===== src/rtl/lc3b_types.sv =====
// Shared types for the LC-3b physical memory path: line, select and word-address
// shapes plus the state encoding of the memory controller.
package lc3b_types;

    localparam int PMEM_BEATS = 8;

    typedef logic [127:0] lc3b_pmem_line;
    typedef logic [15:0]  lc3b_pmem_sel;
    typedef logic [14:0]  lc3b_pmem_word_addr;
    typedef logic [11:0]  lc3b_pmem_line_addr;

    typedef enum logic [1:0] {
        IDLE,
        READ,
        WRITE,
        RESP
    } pmem_state_t;

endpackage


===== src/rtl/wishbone.sv =====
// Line-wide Wishbone bundle between the cache side (master) and the memory
// controller (slave).
interface wishbone;

    logic        CYC;
    logic        STB;
    logic        WE;
    logic [15:0] SEL;
    logic [11:0] ADR;
    logic [127:0] DAT_M;
    logic [127:0] DAT_S;
    logic        ACK;
    logic        RTY;

    modport slave (
        input  CYC, STB, WE, SEL, ADR, DAT_M,
        output DAT_S, ACK, RTY
    );

endinterface


===== src/rtl/pmem_line_buffer.sv =====
// 128-bit line register filled one 16-bit beat at a time; clear wins over load
// so a freshly accepted request always starts from an all-zero line.
module pmem_line_buffer
    import lc3b_types::*;
#(
    parameter int BEAT_W = 3
) (
    input  logic              clk,
    input  logic              rst,
    input  logic              clear,
    input  logic              load,
    input  logic [BEAT_W-1:0] beat,
    input  logic [15:0]       din,
    output lc3b_pmem_line     line
);

    always_ff @(posedge clk or posedge rst) begin
        if (rst) begin
            line <= '0;
        end else if (clear) begin
            line <= '0;
        end else if (load) begin
            line[16*beat +: 16] <= din;
        end
    end

endmodule


===== src/rtl/pmem_controller.sv =====
// Splits one 128-bit Wishbone line access into BEATS 16-bit memory beats and
// answers with a single registered ACK once the whole line has been moved.
module pmem_controller
    import lc3b_types::*;
#(
    parameter int BEATS  = PMEM_BEATS,
    parameter int BEAT_W = 3
) (
    input  logic               CLK,
    input  logic               RST,
    wishbone.slave             wb,
    output logic               mem_req,
    output logic               mem_we,
    output logic [1:0]         mem_be,
    output lc3b_pmem_word_addr mem_addr,
    output logic [15:0]        mem_wdata,
    input  logic [15:0]        mem_rdata,
    input  logic               mem_rdy
);

    pmem_state_t        state;
    pmem_state_t        state_next;
    logic [BEAT_W-1:0]  beat;
    logic [BEAT_W-1:0]  beat_next;
    lc3b_pmem_line_addr adr_q;
    lc3b_pmem_sel       sel_q;
    lc3b_pmem_line      dat_q;
    lc3b_pmem_line      line;
    logic               ack_q;
    logic               accept;
    logic               line_load;
    logic               last_beat;
    logic [1:0]         beat_be;
    logic [15:0]        beat_data;

    assign last_beat = (beat == BEAT_W'(BEATS - 1));
    assign beat_be   = sel_q[2*beat +: 2];
    assign beat_data = dat_q[16*beat +: 16];
    assign mem_addr  = lc3b_pmem_word_addr'({adr_q, beat});

    assign wb.DAT_S = line;
    assign wb.ACK   = ack_q;
    assign wb.RTY   = 1'b0;

    // ACK is registered from the next state so it is high exactly while in RESP.
    always_ff @(posedge CLK or posedge RST) begin
        if (RST) begin
            state <= IDLE;
            beat  <= '0;
            ack_q <= 1'b0;
            adr_q <= '0;
            sel_q <= '0;
            dat_q <= '0;
        end else begin
            state <= state_next;
            beat  <= beat_next;
            ack_q <= (state_next == RESP);
            if (accept) begin
                adr_q <= wb.ADR;
                sel_q <= wb.SEL;
                dat_q <= wb.DAT_M;
            end
        end
    end

    always_comb begin
        state_next = state;
        beat_next  = beat;
        accept     = 1'b0;
        line_load  = 1'b0;
        mem_req    = 1'b0;
        mem_we     = 1'b0;
        mem_be     = 2'b00;
        mem_wdata  = 16'h0000;

        case (state)
            IDLE: begin
                if (wb.CYC && wb.STB) begin
                    accept     = 1'b1;
                    beat_next  = '0;
                    state_next = wb.WE ? WRITE : READ;
                end
            end

            READ: begin
                mem_req = 1'b1;
                if (mem_rdy) begin
                    line_load = 1'b1;
                    if (last_beat) begin
                        beat_next  = '0;
                        state_next = RESP;
                    end else begin
                        beat_next = beat + 1'b1;
                    end
                end
            end

            // Beats with no enabled bytes never reach memory and cost one cycle.
            WRITE: begin
                mem_we    = 1'b1;
                mem_be    = beat_be;
                mem_wdata = beat_data;
                mem_req   = |beat_be;
                if (!(|beat_be) || mem_rdy) begin
                    if (last_beat) begin
                        beat_next  = '0;
                        state_next = RESP;
                    end else begin
                        beat_next = beat + 1'b1;
                    end
                end
            end

            RESP: begin
                state_next = IDLE;
            end

            default: begin
                state_next = IDLE;
            end
        endcase
    end

    pmem_line_buffer #(
        .BEAT_W (BEAT_W)
    ) u_line_buffer (
        .clk   (CLK),
        .rst   (RST),
        .clear (accept),
        .load  (line_load),
        .beat  (beat),
        .din   (mem_rdata),
        .line  (line)
    );

endmodule


===== src/flat_wrapper.sv =====
// flat-port wrapper written by rule: the top's interface ports become plain ports
module pmem_controller_flat import lc3b_types::*;
#(
    parameter int BEATS  = PMEM_BEATS,
    parameter int BEAT_W = 3
)
  (CLK, RST, mem_req, mem_we, mem_be, mem_addr, mem_wdata, mem_rdata, mem_rdy, wb_CYC, wb_STB, wb_WE, wb_SEL, wb_ADR, wb_DAT_M, wb_DAT_S, wb_ACK, wb_RTY);
  wishbone wb_i ();
  input  logic CLK;
  input  logic RST;
  output logic mem_req;
  output logic mem_we;
  output logic [1:0] mem_be;
  output lc3b_pmem_word_addr mem_addr;
  output logic [15:0] mem_wdata;
  input  logic [15:0] mem_rdata;
  input  logic mem_rdy;
  input wire logic [$bits(wb_i.CYC)-1:0] wb_CYC;
  input wire logic [$bits(wb_i.STB)-1:0] wb_STB;
  input wire logic [$bits(wb_i.WE)-1:0] wb_WE;
  input wire logic [$bits(wb_i.SEL)-1:0] wb_SEL;
  input wire logic [$bits(wb_i.ADR)-1:0] wb_ADR;
  input wire logic [$bits(wb_i.DAT_M)-1:0] wb_DAT_M;
  output wire logic [$bits(wb_i.DAT_S)-1:0] wb_DAT_S;
  output wire logic [$bits(wb_i.ACK)-1:0] wb_ACK;
  output wire logic [$bits(wb_i.RTY)-1:0] wb_RTY;
  assign wb_i.CYC = wb_CYC;
  assign wb_i.STB = wb_STB;
  assign wb_i.WE = wb_WE;
  assign wb_i.SEL = wb_SEL;
  assign wb_i.ADR = wb_ADR;
  assign wb_i.DAT_M = wb_DAT_M;
  assign wb_DAT_S = wb_i.DAT_S;
  assign wb_ACK = wb_i.ACK;
  assign wb_RTY = wb_i.RTY;
  pmem_controller #(.BEATS(BEATS), .BEAT_W(BEAT_W)) u_core (.CLK(CLK), .RST(RST), .wb(wb_i), .mem_req(mem_req), .mem_we(mem_we), .mem_be(mem_be), .mem_addr(mem_addr), .mem_wdata(mem_wdata), .mem_rdata(mem_rdata), .mem_rdy(mem_rdy));
endmodule

===== config.mk =====
export PLATFORM = sky130hd
export DESIGN_NAME = pmem_controller_flat
export DESIGN_NICKNAME = d
export VERILOG_FILES = /design/src/rtl/lc3b_types.sv /design/src/rtl/wishbone.sv /design/src/rtl/pmem_line_buffer.sv /design/src/rtl/pmem_controller.sv /design/src/flat_wrapper.sv
export SDC_FILE = /design/constraint.sdc
export NUM_CORES = 1
export LEC_CHECK = 0
export ABC_AREA = 1
export BUFFER_PORTS_ARGS = -buffer_cell sky130_fd_sc_hd__clkbuf_2
export CORE_MARGIN = 5
export CORE_UTILIZATION = 50
export DETAILED_ROUTE_END_ITERATION = 8
export GPL_TIMING_DRIVEN = 1
export PLACE_DENSITY_LB_ADDON = 0.12
export SLEW_MARGIN = 10
export SYNTH_ARGS = -nofsm -noshare
export SYNTH_HDL_FRONTEND = slang
export SYNTH_SLANG_ARGS = --single-unit

===== constraint.sdc =====
create_clock -name CLK -period 11.8 [get_ports CLK]
set_input_delay 1.18 -clock CLK [delete_from_list [all_inputs] [get_ports CLK]]
set_output_delay 1.18 -clock CLK [all_outputs]
set_load 0.05 [all_outputs]

* Yosys cells after proc, flatten, opt, wreduce, memory -nomap -nowiden
Cells that the tools add are included.
** Word-level totals
- Register bits after elaboration :: 290
- Input bits :: 178
- Output and inout bits :: 165
- Word-level logic and storage cells :: 51
** Operators by class
- $add $sub $neg :: 2
- Equal/unequal tests :: 8
- Shift-type cells :: 4
- Multiplexer cells :: 22
- Reduce and logical (&&, ||, !) cells :: 8
** Operators by type and width (count)
- $mux 128 :: 2
- $bwmux 128 :: 1
- $shift 16x34->128 const A :: 1
- $shiftx 128x8->16 :: 1
- $shiftx 16x34->128 :: 1
- $neg 7->34 :: 1
- $mux 16 :: 1
- $shiftx 16x5->2 :: 1
- $mux 2 :: 6
- $mux 3 :: 4
- $pmux 3 s3 :: 1
- $pmux 2 s4 :: 1
- $eq 2x2->1 const B :: 3
- $mux 1 :: 5
- $ne 2x1->1 const B :: 2
- $reduce_and 4->1 :: 1
- $add 3x1->3 const B :: 1
- $eq 3x3->1 const B :: 1
- $reduce_bool 3->1 :: 1
- $eq 2x1->1 const B :: 1
- $logic_not 2->1 :: 1
- $ne 2x2->1 const B :: 1
- $pmux 1 s2 :: 1
- $reduce_bool 2->1 :: 1
- other kinds (4) :: 4

* Depth between registers and ports, before layout
- Word-level depth :: 7
- Gate-level depth with buffers :: 17
- Mapped depth without buffers :: 11

* By module
A second synthesis with hierarchy kept.
** Second synthesis, totals
- Cell total of the unflattened synthesis :: 1618
- Area total of the unflattened synthesis :: 13251.5 um2
** By module, submodules not included
- pmem_controller :: instances 1, cells an instance 972, area each 7574.8 um2, seq. area each 4053.9 um2
- pmem_line_buffer :: instances 1, cells an instance 646, area each 5676.7 um2, seq. area each 3203.1 um2

* Least setup slack after synthesis
OpenSTA, ideal clock, no wires.
- Path kind :: register to output
- From :: register u_core.state[0]
- To :: output port mem_wdata[10]
- Data arrival time :: 2.864 ns
- Path slack :: 7.756 ns
- Cell stages (with the launch flop) :: 6
- Buffers on the path :: 1
- Cell sequence :: dfrtp_1 inv_1 ha_1 clkinv_1 clkbuf_1 a311oi_1
** Between the ends
- Cells in the longest elaborated chain, start to end :: 2
** RTL lines
- from (decl) :: RTL line pmem_controller.sv:21 : pmem_state_t state;
- from (signal assigned) :: RTL line pmem_controller.sv:55 : state <= state_next;
- $eq 2x2->1 :: RTL line pmem_controller.sv:76 : case (state)
- $mux 16 :: RTL line pmem_controller.sv:76
- to (decl) :: RTL line flat_wrapper.sv:15 : output logic [15:0] mem_wdata;
Every way passes these cells.

* Final worst setup path
- From :: register u_core.beat[0]
- To :: output port mem_wdata[5]
** Between the ends
- Cells in the longest elaborated chain, start to end :: 2
** RTL lines
- from (decl) :: RTL line pmem_controller.sv:23 : logic [BEAT_W-1:0] beat;
- from (signal assigned) :: RTL line pmem_controller.sv:56 : beat <= beat_next;
- $shiftx 128x8->16 :: RTL line pmem_controller.sv:38 : assign beat_data = dat_q[16*beat +: 16];
- $mux 16 :: RTL line pmem_controller.sv:76
Every way passes these cells.

==> results.ini <==
[timing]
min_period_ns = 4.459
rsz0062_at_grt = no
setup_tns_ns = 0
max_freq_mhz = 224.3
tightestPinTransition_ns = 1.127
min_period_over_period_pct = 37.79
maxSlewViolCount = 0
relSlewSlack_pct = 24.66
hold_viol = 0
clock_skew_ns = 0.01603
finalSetupViolations = 0

[yosys]
ys_seq_area_share_pct = 55.74
syn_area_um2 = 13020
yosys.area_share.adder_pct = 0.8650
synthCells = 1538
yosysWarnings = 0
ys_types = 36
synth_edf_count = 0
syn_area_per_cell_um2 = 8.465
ys_seq_elements = 290
syn_nets = 1725
synthSimpleGateAreaFrac_pct = 20.57
synth_top_family_by_area = simple AND/OR/NAND/NOR gates
synthArstFlopShare_pct = 100.0
synthMuxAreaShare_pct = 0
synth_xor_area_share_pct = 0
synth-compound-area-share_pct = 14.27
synth_ff_type = dfrtp_1

[critical_path]
cp_slowest_cell = buf_4
worst_r2r_path_depth = 8
crit_chain = buf_4 -> o21ai_0 -> o22ai_1 -> nor2_1 -> a311oi_1 -> clkbuf_2
crit_required_ns = 10.62
reg2reg_to = u_core.u_line_buffer.line[56]
cp-end-kind = primary output
startpoint_type = register
reg2reg_slack_ns = 7.52
crit_family = buffers and inverters
path_class = register to primary output
crit_path_max_fanout = 95
critPathArrivalTime_ns = 3.28
slowest_delay_ns = 0.72
crit_buf_inv = 2
r2r-start = u_core.beat[1]

[power_and_ir_drop]
p_total_w = 0.004153
max-vdd-ir-drop_v = 0.0001710
leakagePower_nw = 8.077
power_density_nw_per_um2 = 264.5

[global_routing]
grt_pass1_vias = 10840
track_usage_pct = 25.35
grt-ovfl-total = 0
grt_start_max_net_pins = 149
grt_pass1_wl_mm = 59.02
antenna_found_initial = 0

[floorplanning]
ios = 343
die_h_um = 171.4
placeableCoreArea_um2 = 25840
dieWidth_um = 171.4
initial_core_util_pct = 50.39
fp-row-count = 59
die_area_um2 = 29360

[clock_tree]
clock_latency_ns = 0.56
h-tree-depth = 1
cts_tree = done
cts_resized = 0
cts_buffers = 30
holdBufCountCts = 0
cts.sinks = 290
path_clk_slew_ns = 0.06
cts_root_buffer = clkbuf_16
cts_max_path_buffers = 3
cts_setup_buffers = 0

[routing]
avgRoutedWirePerCell_um = 17.66
wirelength_mm = 38.37
ant_nets = 0
drt_iter0_drc = 1168
num_vias = 11460
drc = 0
drt_first_pass_iters = 8
viasPerCell = 5.274

[hold_path]
worstHoldPathType = register to register
min_path_cells = 2
holdPathEnd = u_core.dat_q[27]
hold_path.startpoint = u_core.dat_q[27]

[layout]
final_cell_mix = nand2_1, clkbuf_2, dfrtp_1, inv_1, o21ai_0
layout-drive-gt1-share_pct = 23.29
mostFrequentLayoutCell = nand2_1
nNetsFinal = 2004
fin_util_pct = 60.77
num_antenna_cells = 0
area_growth_pct = 20.61

[place]
hpwlAfterDp_mm = 27.22
gp_congestion = 0.8853
io_buffers = 341

[outcome]
status = finished clean

[flow_run]
max-cap-violations = 0

==> flip-flops by register name (all words and copies together) (netlist names) <==
signal / cells
u_core.dat_q: 128
u_core.u_line_buffer.line: 128
u_core.sel_q: 16
u_core.adr_q: 12
u_core.beat: 3
u_core.state: 2
u_core.wb.ACK: 1
==> cell type report <==
type / instances / area [µm²]
flip-flops and latches: 290 / 7262
clock buffers: 46 / 922.1
clock inverters: 7 / 62.56
fillers: 2386 / 10140
well taps: 335 / 419.2
repair buffers: 349 / 1767
inverters: 160 / 613.1
multi-input cells: 986 / 4656
==> Yosys cell counts (2+ instances only) <==
cell      count  area, µm²
o22ai_1      87      544.3
buf_2        38      190.2
nand2_2       2      12.51
a31oi_1       2      12.51
nand4_1       2      12.51
buf_1         9      33.78
a21oi_1      37      185.2
buf_6         8      90.09
clkbuf_1     42      157.7
o211ai_1     15      112.6
nand2_1     486       1824
buf_4         5      37.54
o21ai_0     133      665.6
inv_1       150      563.0
nand3_2       2      20.02
o32ai_2       2      32.53
dfrtp_1     290       7257
a311oi_1     15      131.4
nand3_1      64      320.3
o21ai_4       4      65.06
o32ai_1       6      52.55
inv_2         9      33.78
nor2_2        5      31.28
ha_1          9      112.6
nor3_1       16      80.08
nor2_1       90      337.8
==> worst register-to-register path: cells and delay by family (launching register included) <==
family | cells | cell delay, ns
buf+inv | 3 | 0.82
simple gates | 2 | 0.99
compound gates | 1 | 0.56
fa+ha+maj | 2 | 0.75
flops | 1 | 1.05
==> report_power, final <==
group,switching (W),internal [W],leakage [nW],total (W)
combinational,0.00125,0.000426,3.83,0.00168
sequential,0.000210,0.00133,3.76,0.00154
clock,0.000383,0.000555,0.488,0.000938
total,0.00185,0.00231,8.08,0.00415
==> worst max-delay path by stage <==
stage,endpoint,from,cells after the start
after detailed placement,u_core.u_line_buffer.line[56],u_core.beat[1],8
after floorplan,u_core.adr_q[0],RST,1
final,mem_wdata[5],u_core.beat[0],6
after global placement,u_core.u_line_buffer.line[56],u_core.beat[1],8
after global routing,u_core.u_line_buffer.line[48],u_core.beat[1],8
after CTS,mem_wdata[1],u_core.beat[0],6
==> routing by layer <==
metal  share of wire (%)  GRT usage [%]
met1                  44          37.04
met2                  47          40.78
met3                 6.4          2.965
met4                 2.4          6.614
met5                   0              0
==> per-stage QoR <==
step | hold slack [ns] | std cells | area (µm²) | setup WS [ns]
after floorplan | 0.4366 | 1538 | 13020 | 2.614
after global placement | 0.4498 | 2120 | 14710 | 7.728
after detailed placement | 0.4532 | 2120 | 14710 | 7.573
after CTS | 0.4684 | 2173 | 15700 | 7.315
after global routing | 0.4791 | 2173 | 15700 | 7.011
final | 0.4640 | 2173 | 15700 | 7.341
==> logic make-up (layout without fill, tap and decap cells) <==
family	after synthesis	in the layout
flops	290	290
other cells	1	1
simple gates	670	670
fa+ha+maj	9	9
compound gates	306	306
buf+inv	262	562
No activity file was read; power rests on OpenSTA's default activity.
